<file path="src/rtl/pipe_hazard_ctrl.sv">
// pipe_hazard_ctrl: operand forwarding, load-use stalls, branch flush,
// start-up enable sequencing and halt detection for the in-order core.
// A FWD_DEPTH-deep scoreboard mirrors the instructions that have left
// decode. Each entry carries the number of cycles left before its result
// can be forwarded.
//
// This block is sequenced entirely by counters, so it has no state-machine table.
module pipe_hazard_ctrl #(
    parameter int unsigned FWD_DEPTH   = 3,
    parameter int unsigned RA_W        = 5,
    parameter int unsigned LOAD_LAT    = 1,
    parameter int unsigned FLUSH_SLOTS = 2,
    parameter int unsigned START_DELAY = 2,
    parameter logic [31:0] HALT_INST   = 32'hffffffff,
    parameter int unsigned SEL_W       = $clog2(FWD_DEPTH + 1)
) (
    input  logic             clk,
    input  logic             rst_n,
    input  logic             i_dec_valid,
    input  logic [31:0]      i_dec_inst,
    input  logic [RA_W-1:0]  i_dec_sa,
    input  logic [RA_W-1:0]  i_dec_sb,
    input  logic             i_dec_use_a,
    input  logic             i_dec_use_b,
    input  logic [RA_W-1:0]  i_dec_dr,
    input  logic             i_dec_rw,
    input  logic             i_dec_is_load,
    input  logic             i_br_taken,
    output logic [SEL_W-1:0] o_fwd_sel_a,
    output logic [SEL_W-1:0] o_fwd_sel_b,
    output logic             o_stall,
    output logic             o_flush,
    output logic             o_pipe_en,
    output logic             o_halt
);

    localparam int unsigned RDY_W  = $clog2(FWD_DEPTH + 1);
    localparam int unsigned FCNT_W = $clog2(FLUSH_SLOTS + 1);
    localparam int unsigned SCNT_W = $clog2(START_DELAY + 2);
    localparam int unsigned HCNT_W = $clog2(FWD_DEPTH + 2);

    localparam logic [RDY_W-1:0]  LOAD_RDY     = RDY_W'(LOAD_LAT);
    localparam logic [FCNT_W-1:0] FLUSH_RELOAD = FCNT_W'(FLUSH_SLOTS - 1);
    localparam logic [SCNT_W-1:0] START_CNT    = SCNT_W'(START_DELAY);
    localparam logic [HCNT_W-1:0] HALT_RUN     = HCNT_W'(FWD_DEPTH + 1);

    typedef struct packed {
        logic             valid;
        logic             rw;
        logic [RA_W-1:0]  dr;
        logic [RDY_W-1:0] rdy;
    } sb_entry_t;

    sb_entry_t [FWD_DEPTH-1:0] r_sb;
    sb_entry_t [FWD_DEPTH-1:0] w_sb_nxt;

    logic [SCNT_W-1:0] r_start_cnt;
    logic [SCNT_W-1:0] w_start_cnt_nxt;
    logic              r_pipe_en;
    logic [HCNT_W-1:0] r_halt_cnt;
    logic [HCNT_W-1:0] w_halt_cnt_nxt;
    logic              r_halt;
    logic              w_halt_nxt;
    logic [FCNT_W-1:0] r_flush_cnt;
    logic [FCNT_W-1:0] w_flush_cnt_nxt;

    logic             w_qual_a;
    logic             w_qual_b;
    logic             w_haz_a;
    logic             w_haz_b;
    logic [SEL_W-1:0] w_sel_a;
    logic [SEL_W-1:0] w_sel_b;
    logic             w_flush;
    logic             w_stall;
    logic             w_issue;
    logic             w_halt_entry;

    // The youngest matching writer decides the outcome. If that writer is
    // not ready yet, an older ready copy of the register is stale and must
    // not be forwarded. Result is {hazard, sel}.
    function automatic logic [SEL_W:0] lookup(
        input logic                      qual,
        input logic [RA_W-1:0]           src,
        input sb_entry_t [FWD_DEPTH-1:0] sb
    );
        logic           hit;
        logic [SEL_W:0] res;
        hit = 1'b0;
        res = '0;
        for (int i = 0; i < int'(FWD_DEPTH); i++) begin
            if (qual && !hit && sb[i].valid && sb[i].rw && (sb[i].dr == src)) begin
                hit = 1'b1;
                if (sb[i].rdy == '0) begin
                    res = {1'b0, SEL_W'(i + 1)};
                end else begin
                    res = {1'b1, {SEL_W{1'b0}}};
                end
            end
        end
        return res;
    endfunction

    // Decode inputs count as bubbles until the pipe is enabled.
    assign w_qual_a = r_pipe_en & i_dec_valid & i_dec_use_a & (i_dec_sa != '0);
    assign w_qual_b = r_pipe_en & i_dec_valid & i_dec_use_b & (i_dec_sb != '0);

    assign {w_haz_a, w_sel_a} = lookup(w_qual_a, i_dec_sa, r_sb);
    assign {w_haz_b, w_sel_b} = lookup(w_qual_b, i_dec_sb, r_sb);

    // A taken branch squashes the instruction in decode, so any hazard it has is irrelevant.
    assign w_flush = i_br_taken | (r_flush_cnt != '0);
    assign w_stall = (w_haz_a | w_haz_b) & ~w_flush;
    assign w_issue = i_dec_valid & r_pipe_en & ~w_stall & ~w_flush;

    assign w_halt_entry = w_issue & (i_dec_inst == HALT_INST);

    // Next scoreboard: entry 0 takes the issued instruction or a bubble, older entries age by one slot.
    always_comb begin
        w_sb_nxt = '0;
        if (w_issue) begin
            w_sb_nxt[0].valid = 1'b1;
            w_sb_nxt[0].rw    = i_dec_rw;
            w_sb_nxt[0].dr    = i_dec_dr;
            w_sb_nxt[0].rdy   = i_dec_is_load ? LOAD_RDY : '0;
        end
        for (int i = 1; i < int'(FWD_DEPTH); i++) begin
            w_sb_nxt[i] = r_sb[i-1];
            if (r_sb[i-1].rdy != '0) begin
                w_sb_nxt[i].rdy = r_sb[i-1].rdy - RDY_W'(1);
            end
        end
    end

    // Next values of the start-up, halt-run and flush counters.
    always_comb begin
        w_start_cnt_nxt = (r_start_cnt == START_CNT) ? r_start_cnt : r_start_cnt + SCNT_W'(1);

        w_halt_cnt_nxt = '0;
        if (w_halt_entry) begin
            w_halt_cnt_nxt = (r_halt_cnt == HALT_RUN) ? r_halt_cnt : r_halt_cnt + HCNT_W'(1);
        end
        w_halt_nxt = r_halt | (w_halt_cnt_nxt == HALT_RUN);

        w_flush_cnt_nxt = r_flush_cnt;
        if (i_br_taken) begin
            w_flush_cnt_nxt = FLUSH_RELOAD;
        end else if (r_flush_cnt != '0) begin
            w_flush_cnt_nxt = r_flush_cnt - FCNT_W'(1);
        end
    end

    // Scoreboard register.
    always_ff @(posedge clk or negedge rst_n) begin
        if (!rst_n) begin
            r_sb <= '0;
        end else begin
            r_sb <= w_sb_nxt;
        end
    end

    // Counters plus registered enable and halt; halt takes the pipe down on the same edge it sets.
    always_ff @(posedge clk or negedge rst_n) begin
        if (!rst_n) begin
            r_start_cnt <= '0;
            r_pipe_en   <= 1'b0;
            r_halt_cnt  <= '0;
            r_halt      <= 1'b0;
            r_flush_cnt <= '0;
        end else begin
            r_start_cnt <= w_start_cnt_nxt;
            r_pipe_en   <= (w_start_cnt_nxt == START_CNT) & ~w_halt_nxt;
            r_halt_cnt  <= w_halt_cnt_nxt;
            r_halt      <= w_halt_nxt;
            r_flush_cnt <= w_flush_cnt_nxt;
        end
    end

    assign o_fwd_sel_a = w_sel_a;
    assign o_fwd_sel_b = w_sel_b;
    assign o_stall     = w_stall;
    assign o_flush     = w_flush;
    assign o_pipe_en   = r_pipe_en;
    assign o_halt      = r_halt;

endmodule

</file>
<file path="config.mk">
export PLATFORM = sky130hd
export DESIGN_NAME = pipe_hazard_ctrl
export DESIGN_NICKNAME = d
export VERILOG_FILES = /design/src/rtl/pipe_hazard_ctrl.sv
export SDC_FILE = /design/constraint.sdc
export NUM_CORES = 1
export LEC_CHECK = 0
export BUFFER_PORTS_ARGS = -buffer_cell sky130_fd_sc_hd__buf_2
export CAP_MARGIN = 10
export CORE_UTILIZATION = 41
export DETAILED_ROUTE_END_ITERATION = 10
export GPL_TIMING_DRIVEN = 0
export HOLD_SLACK_MARGIN = 0.08
export PLACE_DENSITY = 0.69
export REMOVE_ABC_BUFFERS = 1
export SKIP_LAST_GASP = 1
export SLEW_MARGIN = 40
export SYNTH_ARGS = -nofsm -noshare
export SYNTH_HDL_FRONTEND = slang
export SYNTH_SLANG_ARGS = --single-unit
</file>
<file path="constraint.sdc">
create_clock -name clk -period 3.8 [get_ports clk]
set_input_delay 0.38 -clock clk [delete_from_list [all_inputs] [get_ports clk]]
set_output_delay 0.38 -clock clk [all_outputs]
set_load 0.05 [all_outputs]
</file>
# Yosys cells after proc, flatten, opt, wreduce, memory -nomap -nowiden
# Index checks and enable logic that the tools add are counted.
[word_totals] elab_cells=106 inputBits=55 output_inout_bits=8 register_bits=36
[op_classes] muxes=22 eq_ne=11 n_addsub=5 n_reduce_logical=35 bitwise_logic=16
[ops] cell="2-to-1 mux 3 bit" n=11
[ops] cell="== test 32 bit (second input constant)" n=1
[ops] cell="== test 5 bit" n=6
[ops] cell="logical AND 1 bit" n=22
[ops] cell="bitwise AND 1 bit" n=10
[ops] cell="2-to-1 mux 2 bit" n=5
[ops] cell="nonzero test 5 bit" n=2
[ops] cell="2-to-1 mux 9 bit" n=1
[ops] cell="nonzero test 2 bit" n=4
[ops] cell="== test 3 bit (second input constant)" n=2
[ops] cell="zero test 2 bit" n=3
[ops] cell="subtractor 2 x 1 -> 2 bit (second input constant)" n=3
[ops] cell="2-to-1 mux 1 bit" n=5
[ops] cell="== test 2 bit (second input constant)" n=2
[ops] cell="zero test 1 bit" n=4
[ops] cell="adder 3 x 1 -> 3 bit (second input constant)" n=1
[ops] cell="NOT 1 bit" n=3
[ops] cell="bitwise OR 1 bit" n=3
[ops] cell="adder 2 x 1 -> 2 bit (second input constant)" n=1

# Depth between registers and ports, before layout
[logic_depth] ltp_word=30 depth_mapped=7

# Worst setup path before layout
# Ideal clock, no wire load.
[synth_timing] kind="input to output" from="input i_dec_sa[0]" to="output o_fwd_sel_a[1]" required_ns=3.420 stages=4 setup_slack_ns=1.211 arrival_time_ns=2.209 path_cell_list="xnor2_1 > nand4_1 > or3_1 > a211oi_1"
[synth_between] elab_chain_len=18 word_cells_on_any_way=23
[synth_lines] element="from (decl)" line="21" rtl="input logic [RA_W-1:0] i_dec_sa,"
[synth_lines] element="nonzero test 5 bit" line="104" rtl="assign w_qual_a = r_pipe_en & i_dec_valid & i_dec_use_a & (i_dec_sa != '0);"
[synth_lines] element="bitwise AND 1 bit" line="104"
[synth_lines] element="logical AND 1 bit (3 in series)" line="91" rtl="if (qual && !hit && sb[i].valid && sb[i].rw && (sb[i].dr == src)) begin"
[synth_lines] element="2-to-1 mux 1 bit" line="91"
[synth_lines] element="zero test 1 bit" line="91"
[synth_lines] element="logical AND 1 bit (4 in series)" line="91"
[synth_lines] element="2-to-1 mux 1 bit" line="91"
[synth_lines] element="zero test 1 bit" line="91"
[synth_lines] element="logical AND 1 bit (4 in series)" line="91"
[synth_lines] element="2-to-1 mux 3 bit (*)" line="91"
[synth_lines] element="to (decl)" line="29" rtl="output logic [SEL_W-1:0] o_fwd_sel_a,"
# Mark *: on every way between the ends. The rest lies on a longest branch, timed or not.

# Final worst setup path
[layout_timing] from="input i_dec_sb[1]" to="output o_stall"
[layout_between] elab_chain_len=20 word_cells_on_any_way=25
[layout_lines] element="from (decl)" line="22" rtl="input logic [RA_W-1:0] i_dec_sb,"
[layout_lines] element="nonzero test 5 bit" line="105" rtl="assign w_qual_b = r_pipe_en & i_dec_valid & i_dec_use_b & (i_dec_sb != '0);"
[layout_lines] element="bitwise AND 1 bit" line="105"
[layout_lines] element="logical AND 1 bit (3 in series)" line="91"
[layout_lines] element="2-to-1 mux 1 bit" line="91"
[layout_lines] element="zero test 1 bit" line="91"
[layout_lines] element="logical AND 1 bit (4 in series)" line="91"
[layout_lines] element="2-to-1 mux 1 bit" line="91"
[layout_lines] element="zero test 1 bit" line="91"
[layout_lines] element="logical AND 1 bit (4 in series)" line="91"
[layout_lines] element="2-to-1 mux 3 bit (*)" line="91"
[layout_lines] element="bitwise OR 1 bit (*)" line="112" rtl="assign w_stall = (w_haz_a | w_haz_b) & ~w_flush;"
[layout_lines] element="bitwise AND 1 bit (*)" line="112"
[layout_lines] element="to (decl)" line="31" rtl="output logic o_stall,"
# Marks and branches as above.

==> key figures <==
Power
  – P_sw: 0.000226 W
  – Logic gate share of total power: between 15 and 20%
  – Clk pwr share: a little under a third
  – Switching part of the total: just under 30%
  – Leak: 0.993 nW
  – Internal power: ~0.00055 W
  – Worst VDD drop: roughly 0.00018 V
  – Sequential power share: between 40% and 50%
  – P per Cell Area: ~380 mW/mm²

Detailed routing
  – DRT Wirelength: ~3.5 mm
  – DRC Markers: 0
  – Vias: approximately 1.3k
  – Drt pass-1 iters: 3
  – Wirelength per Cell: roughly 13 µm
  – Via density: just over 5
  – Detailed Route Iter0 Violations: 65
  – Antenna-violating nets left: 0

STA
  – Setup WS post-layout: 1.42 ns
  – Worst clock skew: ~0.0032 ns
  – Peak Freq: 420 MHz
  – RSZ-0062 raised after global routing: no
  – Hold Vio Cnt, Final: 0
  – Minimum clock period: 2.38 ns
  – Normalized max-slew margin: 54.6%
  – Max-slew violation count: 0
  – Worst Tran Pin Value: 0.678 ns
  – Final Cycle Share: between 60% and 70%
  – Setup Viol. Count Final: 0
  – Setup TNS: 0 ns

Synthesis
  – Area leader, netlist: dfrtp_1
  – Synthesized area per cell: approximately 11 µm²
  – Post-synth cell types: 33
  – Synth warn: 0
  – Post-synthesis sequential area ratio: 48.4%
  – Area contributors post-synth: dfrtp_1 (48%), xnor2_1 (11%), xor2_1 (6.0%), nand4_1 (5.5%), and2_2 (3.3%)
  – Syn Std Cell Area: between 0.0015 and 0.002 mm²
  – Synthesized flop and latch total: 31
  – Syn Inst Count: about 150
  – Synth top area share: between 40% and 50%
  – Post-synth EDFFs: 0
  – Count leader, synth: dfrtp_1
  – Ys async rst share: 100%
  – Top FF cell, synth: dfrtp_1
  – Most frequent cells after synthesis: dfrtp_1 (31), xnor2_1 (21), nand4_1 (14)

Finish
  – Layout area overhead: 27.6%
  – Nets: 273
  – Area of the multi-input gates: between 700 and 800 µm²
  – Final Util: between 50% and 60%
  – Fill count: approximately 350
  – Storage element area: slightly below 800 µm²
  – Final Instance Area: about 0.0020 mm²
  – Ant diodes: 0
  – Fraction of layout cells with a size suffix above 1: a little under two fifths

Setup path
  – Worst EP arrival: around 2 ns
  – RR Startpoint: r_flush_cnt[0]
  – Required time of the critical path: between 3 and 4 ns
  – Crit Path Class: primary input to output port
  – Crit path launch type: primary input
  – Highest net fanout along the worst path: 4
  – CP Capture Type: output port
  – Crit. Startpoint: i_dec_sb[1]

Placement
  – GP Congestion: between 0.8 and 0.9
  – Post-DP Area: just under 0.002 mm²
  – Pre-CTS setup slack: between 1 and 1.5 ns
  – Post-DP HPWL: approximately 2.8 mm
  – Number of I/O port buffers: 62

Clocking
  – PostCTS Resize Cnt: 0
  – TritonCTS Sinks: 31
  – Hold-fix buffers, CTS: 0
  – Post-CTS setup buffer count: 0
  – Htree depth: 2
  – Clock tree root buffer cell: clkbuf_8
  – Cts bufs inserted: 5
  – Clk_lat worst skew: around 0.28 ns
  – Clock transition at the registers of the reported paths: around 0.070 ns
  – CTS tree: done
  – Clock Path Buffers: 2

Floorplan
  – Chip width: 64.6 µm
  – Initial core utilization: roughly 43%
  – Core ar.: roughly 0.0037 mm²
  – Die area: roughly 0.0042 mm²
  – Number of core rows: 22
  – Io pins: between 60 and 70
  – Die Height: approximately 65 µm

Min path
  – Hold Crit Class: primary input to async pin

GRT
  – Total GRT Usage: approximately a fifth
  – Largest net degree at the start of global routing: 32
  – First-pass GRT wire length: 6.03 mm
  – Vias in the first global route: between 1k and 1.5k
  – Gr ovfl total: 0
  – Antenna violations before repair: 0

Flow run
  – Max_cap viols: 0

Run status
  – Status: completed
==> cell usage in the layout (no fill, tap or decap), types with 2 or more instances in the layout <==
cell / count
o21a_1: 2
nor3_1: 3
clkbuf_8: 5
inv_1: 11
nand2b_1: 2
or3_1: 2
dfrtp_1: 31
nand4_1: 14
and2_2: 7
clkinv_2: 3
or4_1: 2
buf_2: 62
xnor2_1: 21
nor3b_1: 2
nand2_1: 3
nor4_1: 6
ha_1: 4
xor2_1: 11
and3_2: 2
a211oi_1: 2
nand3_1: 2
nor2_1: 5
==> cell families after synthesis <==
family	share of synthesized area, %
AOI/OAI and AO/OA	6.86
DFF	48.4
adders and majority gates	3.12
buffers and inverters	3.28
xor gates and xnor gates	17.5
and+or+nand+nor	20.9
==> stage by stage <==
stage	hold slack [ns]	power (W)	cells
detailed placement	0.385	0.000538	255
CTS	0.152	0.000788	263
global placement	0.383	0.000535	255
global route	0.183	0.000826	263
floorplan	0.0844	0.000476	145
finish	0.129	0.000780	263
==> final cells by class <==
cell class              instances  share of cell area [%]
repair buffers                 62                    15.2
inverters                      11                    2.02
multi-input cells             103                    37.9
clock buffers                   5                    3.36
well taps                      48                    2.93
flip-flops and latches         31                    37.9
clock inverters                 3                   0.733
==> worst paths after layout <==
path	slack, ns	to	cells after the start
max	1.42	o_stall	7
min	0.13	r_sb[25]	1
max reg2reg	1.99	r_halt_cnt[0]	5
min reg2reg	0.40	r_sb[25]	0
max in group asynchronous	3.24	r_sb[22]	1
min in group clk	0.28	r_flush_cnt[1]	2
==> registers in the layout, summed over array words and instances, names as in the netlist <==
register and flops:
r_halt_cnt 3, o_halt 1, r_start_cnt 2, r_flush_cnt 2, r_sb 22, o_pipe_en 1
==> per-layer routing <==
metal	up-vias	GRT usage [%]	routed length, µm
li1	658	-	-
met1	619	21.9	1460
met2	55	34.5	1750
met3	8	5.81	218
met4	0	8.06	69
met5	-	0	0
==> worst max-delay path: stages <==
cell and delay [ns]:
buf_2 0.14, or4_1 0.58, o2111ai_1 0.36, inv_1 0.10, a22oi_1 0.18, nor3_1 0.06, buf_2 0.21
==> power by group through the flow <==
| stage | clock (W) | combinational [W] | sequential, W |
|---|---|---|---|
| after floorplan | 0 | 0.0000934 | 0.000382 |
| after global placement | 0 | 0.000150 | 0.000385 |
| after detailed placement | 0 | 0.000152 | 0.000386 |
| after CTS | 0.000255 | 0.000153 | 0.000380 |
| after global routing | 0.000272 | 0.000171 | 0.000383 |
| final | 0.000249 | 0.000151 | 0.000380 |
Power figures use the tool's default switching activity.
